[config.mk]
export PLATFORM = sky130hd
export DESIGN_NAME = radix4_booth_ctrl
export DESIGN_NICKNAME = d
export VERILOG_FILES = /design/src/rtl/radix4_pkg.sv /design/src/rtl/booth_decode.sv /design/src/rtl/radix4_booth_ctrl.sv
export SDC_FILE = /design/constraint.sdc
export NUM_CORES = 1
export LEC_CHECK = 0
export CAP_MARGIN = 0
export CELL_PAD_IN_SITES_DETAIL_PLACEMENT = 1
export CELL_PAD_IN_SITES_GLOBAL_PLACEMENT = 1
export CORE_MARGIN = 3
export CORE_UTILIZATION = 31
export DETAILED_ROUTE_END_ITERATION = 10
export PLACE_DENSITY = 0.81
export REMOVE_ABC_BUFFERS = 1
export SLEW_MARGIN = 20
export SYNTH_ARGS = -nofsm -noshare
export SYNTH_HDL_FRONTEND = slang
export SYNTH_SLANG_ARGS = --single-unit
[constraint.sdc]
create_clock -name clk_i -period 1.2 [get_ports clk_i]
set_input_delay 0.3 -clock clk_i [delete_from_list [all_inputs] [get_ports clk_i]]
set_output_delay 0.3 -clock clk_i [all_outputs]
set_load 0.01 [all_outputs]
[src/rtl/radix4_pkg.sv]
// Shared definitions for the radix-4 Booth multiplier controller and datapath:
// state encodings, addend-select codes and the iteration-count rule.
package radix4_pkg;

   typedef enum logic [2:0] {
      ST_IDLE  = 3'b000,
      ST_LOAD  = 3'b001,
      ST_EVAL  = 3'b010,
      ST_ADD   = 3'b011,
      ST_SHIFT = 3'b100,
      ST_DONE  = 3'b101
   } state_t;

   localparam logic [1:0] SEL_ZERO = 2'd0;
   localparam logic [1:0] SEL_M    = 2'd1;
   localparam logic [1:0] SEL_2M   = 2'd2;

   // Each radix-4 step retires two multiplier bits.
   function automatic int iter_of(input int width);
      return width / 2;
   endfunction

endpackage

[src/rtl/booth_decode.sv]
// Radix-4 Booth recoding of one triplet {Q[1],Q[0],Q[-1]} into addend select,
// subtract flag and a non-zero indication; shared with the partial-product mux.
module booth_decode
   import radix4_pkg::*;
(
   input  logic [2:0] booth_bits_i,
   output logic [1:0] op_sel_o,
   output logic       op_sub_o,
   output logic       nonzero_o
);

   always_comb begin
      op_sel_o  = SEL_ZERO;
      op_sub_o  = 1'b0;
      nonzero_o = 1'b0;
      unique case (booth_bits_i)
         3'b001, 3'b010: begin op_sel_o = SEL_M;  op_sub_o = 1'b0; nonzero_o = 1'b1; end
         3'b011:         begin op_sel_o = SEL_2M; op_sub_o = 1'b0; nonzero_o = 1'b1; end
         3'b100:         begin op_sel_o = SEL_2M; op_sub_o = 1'b1; nonzero_o = 1'b1; end
         3'b101, 3'b110: begin op_sel_o = SEL_M;  op_sub_o = 1'b1; nonzero_o = 1'b1; end
         default:        ;
      endcase
   end

endmodule

[src/rtl/radix4_booth_ctrl.sv]
// Sequencing controller for the radix-4 Booth multiplier: load, then WIDTH/2
// evaluate/add/shift iterations, then a one-cycle done pulse.
module radix4_booth_ctrl
   import radix4_pkg::*;
#(
   parameter  int WIDTH = 8,
   localparam int ITER  = iter_of(WIDTH),
   localparam int CNT_W = $clog2(ITER)
) (
   input  logic             clk_i,
   input  logic             rst_i,
   input  logic             go_i,
   input  logic [2:0]       booth_bits_i,
   output logic             ld_o,
   output logic             op_en_o,
   output logic [1:0]       op_sel_o,
   output logic             op_sub_o,
   output logic             shift_en_o,
   output logic             busy_o,
   output logic             done_o,
   output logic [CNT_W-1:0] cnt_o
);

   localparam logic [CNT_W-1:0] CNT_LAST = CNT_W'(ITER - 1);
   localparam logic [CNT_W-1:0] CNT_ONE  = CNT_W'(1);

   state_t           state_q,  state_d;
   logic [CNT_W-1:0] cnt_q,    cnt_d;
   logic [1:0]       op_sel_q, op_sel_d;
   logic             op_sub_q, op_sub_d;

   logic [1:0] dec_sel;
   logic       dec_sub;
   logic       dec_nonzero;

   booth_decode u_decode (
      .booth_bits_i (booth_bits_i),
      .op_sel_o     (dec_sel),
      .op_sub_o     (dec_sub),
      .nonzero_o    (dec_nonzero)
   );

   // NOTE: sequential state uses non-blocking assignments so every register
   // samples the pre-edge values of the others, independent of statement order.
   always_ff @(posedge clk_i) begin
      if (rst_i) begin
         state_q  <= ST_IDLE;
         cnt_q    <= '0;
         op_sel_q <= SEL_ZERO;
         op_sub_q <= 1'b0;
      end else begin
         state_q  <= state_d;
         cnt_q    <= cnt_d;
         op_sel_q <= op_sel_d;
         op_sub_q <= op_sub_d;
      end
   end

   // NOTE: every signal gets a default before the case so no path leaves it
   // unassigned, which would otherwise infer a latch.
   always_comb begin
      state_d  = state_q;
      cnt_d    = cnt_q;
      op_sel_d = op_sel_q;
      op_sub_d = op_sub_q;
      case (state_q)
         ST_IDLE: begin
            cnt_d = '0;
            if (go_i) state_d = ST_LOAD;
         end
         ST_LOAD: begin
            cnt_d   = '0;
            state_d = ST_EVAL;
         end
         ST_EVAL: begin
            op_sel_d = dec_sel;
            op_sub_d = dec_sub;
            state_d  = dec_nonzero ? ST_ADD : ST_SHIFT;
         end
         ST_ADD: state_d = ST_SHIFT;
         ST_SHIFT: begin
            if (cnt_q == CNT_LAST) begin
               state_d = ST_DONE;
            end else begin
               cnt_d   = cnt_q + CNT_ONE;
               state_d = ST_EVAL;
            end
         end
         ST_DONE: begin
            cnt_d   = '0;
            state_d = ST_IDLE;
         end
         // Encodings 110/111 recover to IDLE.
         default: begin
            cnt_d   = '0;
            state_d = ST_IDLE;
         end
      endcase
   end

   always_comb begin
      ld_o       = 1'b0;
      op_en_o    = 1'b0;
      shift_en_o = 1'b0;
      busy_o     = 1'b0;
      done_o     = 1'b0;
      case (state_q)
         ST_LOAD:  begin ld_o       = 1'b1; busy_o = 1'b1; end
         ST_EVAL:  begin                    busy_o = 1'b1; end
         ST_ADD:   begin op_en_o    = 1'b1; busy_o = 1'b1; end
         ST_SHIFT: begin shift_en_o = 1'b1; busy_o = 1'b1; end
         ST_DONE:  begin done_o     = 1'b1; busy_o = 1'b1; end
         default:  ;
      endcase
   end

   assign op_sel_o = op_sel_q;
   assign op_sub_o = op_sub_q;
   assign cnt_o    = cnt_q;

endmodule

After elaboration in Yosys (flattened, before gate mapping)

Cells that the tools add are included.

Register bits after elaboration: 8
Input port bits: 6
Output and inout bits: 10
Logic and storage cells: 42

Add/subtract/negate cells: 1
Equality and inequality tests: 14
Muxes and demuxes: 14
Bitwise operators: 1
Reductions and logical operators: 8

Operators with widths:

| cell                                                                  | number |
|---|---|
| 3-bit equality test, second input constant                            | 5 |
| 3-bit case mux with 5 select lines                                    | 1 |
| 3-bit by 2-bit equality test with 1-bit output, second input constant | 4 |
| 3-bit 2-to-1 mux                                                      | 3 |
| 2-bit case mux with 2 select lines                                    | 2 |
| 1-bit 2-to-1 mux                                                      | 7 |
| 3-bit by 1-bit equality test with 1-bit output, second input constant | 2 |
| 6-bit OR reduction                                                    | 1 |
| 5-bit OR reduction                                                    | 1 |
| 2-bit inequality test, second input constant                          | 2 |
| 2-bit OR reduction                                                    | 2 |
| 4-bit OR reduction                                                    | 1 |
| 3-bit logical NOT                                                     | 1 |
| 3-bit OR reduction                                                    | 1 |
| 2-bit by 1-bit adder with 2-bit output, second input constant         | 1 |
| 2-bit equality test, second input constant                            | 1 |
| 2-bit 2-to-1 mux                                                      | 1 |
| 2-bit AND reduction                                                   | 1 |
| 1-bit inverter                                                        | 1 |

Logic depth before layout (Yosys ltp)

Depth after elaboration: 5
Depth in mapped cells: 5
Mapped depth without buffers: 5

Cells and area by module

A second synthesis with hierarchy kept.

Cells, all modules: 58
Area, all modules: 549.3 sq um

By module, submodules not included:

| module            | instances | cells each | area an instance (sq um) | seq. area each (sq um) |
|---|---|---|---|---|
| radix4_booth_ctrl | 1         | 48         | 456.7                    | 160.2 |
| booth_decode      | 1         | 10         | 92.6                     | 0.0 |

Worst setup path after synthesis

Ideal clock, no wire load.

Path type: reg2reg
From: register cnt_q[0] (netlist: cnt_o[0])
To: register cnt_q[1] (netlist: cnt_o[1])
Setup time: 0.117 ns
Data arrival time: 1.181 ns
Data required time: 1.083 ns
Setup slack: -0.097 ns
Cell stages (with the launch flop): 5
Path buffers: 0
Clock period less this slack: 1.297 ns
Cell sequence: dfxtp_1 ha_1 mux2_1 a22oi_1 nor2_1

Longest elaborated chain between the ends: 3
Elaborated cells on any way between the ends: 6
Those cells by class: add/sub: 1; eq/ne: 2; mux: 2; reduce/logical: 1

RTL lines:

| element                                                                              | line                                             | text |
|---|---|---|
| start: declaration                                                                   | radix4_booth_ctrl.sv:28                          | `logic [CNT_W-1:0] cnt_q, cnt_d;` |
| start signal: assignment                                                             | radix4_booth_ctrl.sv:53                          | `cnt_q <= cnt_d;` |
| 2-bit by 1-bit adder with 2-bit output / 2-bit equality test (equally long branches) | radix4_booth_ctrl.sv:85, radix4_booth_ctrl.sv:82 |  |
| 2-bit 2-to-1 mux / 2-bit inequality test (equally long branches)                     | -                                                |  |
| 2-bit case mux with 2 select lines / 2-bit AND reduction (equally long branches)     | -                                                |  |

Parallel ways exist; a longest one is shown, timed or not. The select of a mux whose other input is x is not followed.
A chain may end at the register's enable or synchronous reset.

Worst setup path in the final report

From: register state_q[2]
To: output port op_en_o

Longest elaborated chain between the ends: 2

RTL lines:

| element                                        | line                     | text |
|---|---|---|
| start: declaration                             | radix4_booth_ctrl.sv:27  | `state_t state_q, state_d;` |
| start signal: assignment                       | radix4_booth_ctrl.sv:52  | `state_q <= state_d;` |
| 3-bit by 2-bit equality test with 1-bit output | radix4_booth_ctrl.sv:107 | `case (state_q)` |
| 1-bit 2-to-1 mux                               | radix4_booth_ctrl.sv:107 |  |
| end: declaration                               | radix4_booth_ctrl.sv:15  | `output logic op_en_o,` |

No other way between the ends.

==> impl_metrics.csv <==
group,metric,value,unit
synth,synth-xor-area-share,1.54,%
die,placeableCoreArea,1610,um^2
drt,postRouteAntennaNets,0,
drt,totalWireLength,1870,um
die,die_y,48.9,um
timing,setup_viol,11,
setup_path,end_kind,"output port",
synth,synth.avg_cell_area,10.2,um^2
drt,viasPerCell,4.86,
timing,period_needed,1400,ps
setup_path,r2r_start,"state_q[1]",
timing,setup_tns,-1170,ps
min_path,hold_depth,3,
synth,synth_edf_count,0,
synth,yosysWarnings,0,
grt,grt_start_max_net_pins,8,
die,initial_core_util,35.4,%
synth,synth_cell_types,33,
grt,grt_pass1_vias,646,
grt,antenna_found_initial,0,
final_layout,instances_no_fill,118,
job,cap_violations,0,
synth,yosysSeqAreaShare,28.1,%
placed_design,hpwl,1080,um
die,die-area,2390,um^2
setup_path,path_cells,"buf_6, nor2b_4, and2_4, buf_6",
timing,worst_slack,-201,ps
placed_design,place_congestion,0.703,
synth,synthMuxAreaShare,5.48,%
run_status,violations,"negative setup slack",
placed_design,post-place-cells,107,
clock_tree,cts_sinks,8,
power_and_ir_drop,power_density,851,nW/um^2
setup_path,reg2regPathDepth,6,
final_layout,drive_gt1_share,73.4,%
placed_design,port_buffers,15,
synth,ys.flop_type,"dfxtp_1",
synth,synth-async-reset-ratio,0,%
clock_tree,cts_buffer_depth,2,
clock_tree,cts_tree,"done",
power_and_ir_drop,leakage,0.437,nW
drt,drtIter0Drc,7,
drt,dr_wl_met2,951,um
timing,maxSlewHeadroom,81.3,%
synth,syn_area,571,um^2
synth,synth-simple-area-share,27.2,%
drt,wl_met1,753,um
timing,fin_worst_skew,4.43,ps
timing,drv_slew,0,
clock_tree,clk_pin_slew,60,ps
synth,syn_inst,56,
setup_path,start_kind,"register",
final_layout,fill_cells,173,
synth,synth_top_family_by_area,"simple AND/OR/NAND/NOR gates",
timing,rsz0062_at_grt,"true",
timing,finalHoldViolations,0,
power_and_ir_drop,peakVddDrop,606,uV
grt,grt_pass1_wl,3190,um
power_and_ir_drop,p_total,927,uW
drt,dr_wl_met3,95,um
synth,synth_compound_area_share,20.2,%
setup_path,crit_arrival,1100,ps
setup_path,crit_slowest_cell,"dfxtp_4",
final_layout,multi_input_area,498,um^2
final_layout,nets,107,
final_layout,diodes,0,
setup_path,reg2reg_to,"op_sel_o[0]",
min_path,worstHoldStart,"booth_bits_i[2]",
die,fp-row-count,14,
drt,wire_per_inst,15.8,um
final_layout,regArea,175,um^2
drt,vias,573,
grt,grt_overflow,0,
placed_design,placed_area,850,um^2
setup_path,r2r_setup_slack,-80,ps
run_status,status,"finished, violations left",
setup_path,slowest_delay,360,ps
final_layout,fin_area,1090,um^2
setup_path,startpoint,"state_q[2]",
setup_path,cp_max_fo,3,
setup_path,critPathRequiredTime,900,ps
die,die_w,48.9,um
min_path,hold_path_class,"input port to register",
grt,grtUsageTotal,17.9,%
timing,fin_crit_sh,117,%
drt,remaining_drc_errors,0,
timing,worstMarginPinSlew,278,ps
min_path,min_to,"op_sub_o",
die,io_pins,16,
drt,top_layer,"met4",
timing,timing.fmax,714,MHz
final_layout,syn_to_final_growth,90.8,%
setup_path,cpMostUsedCell,"buf_6",
clock_tree,clk_latency,270,ps
synth,synthAdderAreaFrac,11.0,%
placed_design,dp_slack,-632,ps
setup_path,crit_type,"register to output port",
clock_tree,cts_made_buffers,3,
clock_tree,cts-root-buf,"clkbuf_4",
clock_tree,htreeDepth,1,
drt,firstDrtPassIters,4,
synth,ys_seq_elements,8,
## layer usage
layer	vias up	track usage [%]
met5	-	0
met4	0	8.53
met3	5	3.36
met2	16	32.8
met1	271	19.5
li1	281	-
## Yosys cell counts, types with 2 or more instances
cell type / instances / area, um^2
dfxtp_1: 8 / 160
nand3_1: 2 / 10.0
mux2i_1: 2 / 20.0
inv_1: 2 / 7.51
nor2_1: 6 / 22.5
a21oi_1: 3 / 15.0
a22oi_1: 3 / 22.5
ha_1: 5 / 62.6
## worst max-delay path: cells and delay by family, from the launching register on
kind / cells / cell delay (ps)
flip-flops: 1 / 360
AND/OR/NAND/NOR: 2 / 260
buffers and inverters: 2 / 210
## cells in the final DEF, fill, tap and decap left out, types with 2 or more instances in the layout
master / instances
nor2_1: 5
nor3b_4: 2
buf_6: 13
nand3_1: 2
buf_4: 11
dfxtp_4: 3
a22oi_2: 2
clkdlybuf4s15_1: 2
clkdlybuf4s50_1: 2
a21oi_1: 3
clkbuf_2: 2
clkbuf_4: 3
inv_2: 3
dfxtp_2: 3
buf_2: 4
dfxtp_1: 2
ha_4: 3
## power by group
part	internal, mW	switching [mW]
clock network	0.116	0.115
registers	0.283	0.0272
logic	0.220	0.166
## flip-flops by register name, indices dropped and copies added, names as in the netlist
| name | flops |
|---|---|
| state_q | 3 |
| op_sub_o | 1 |
| cnt_o | 2 |
| op_sel_o | 2 |
## logic make-up after synthesis
kind of cell | Yosys count
DFF | 8
adders and majority gates | 5
buffers and inverters | 6
xor gates and xnor gates | 1
muxes | 3
AOI/OAI and AO/OA | 14
and+or+nand+nor | 19
## how the worst max path moves through the flow
stage                       to  depth (start not counted)
finish                 op_en_o                          4
global route           op_en_o                          4
CTS                    op_en_o                          4
detailed placement  state_q[0]                          6
global placement    state_q[0]                          6
floorplan             cnt_o[1]                          4
## final cells by class
cell class,count,share of cell area (%)
inverters,3,1.03
multi-input cells,42,45.7
repair buffers,38,32.3
flip-flops and latches,8,16.1
clock buffers,3,2.07
well taps,24,2.76
## stage by stage
stage	utilization (%)	hold WS, ps
global route	67.5	368
detailed placement	52.7	458
finish	67.5	386
global placement	52.7	454
CTS	62.1	469
floorplan	-	369
## what timing repair did
item	4_1_cts	5_1_grt
endpoints found under the setup margin	18	15
buffers inserted	8	1
resized for setup	59	27
hold buffers	0	0
pin swaps	13	6
Power figures use the tool's default switching activity.
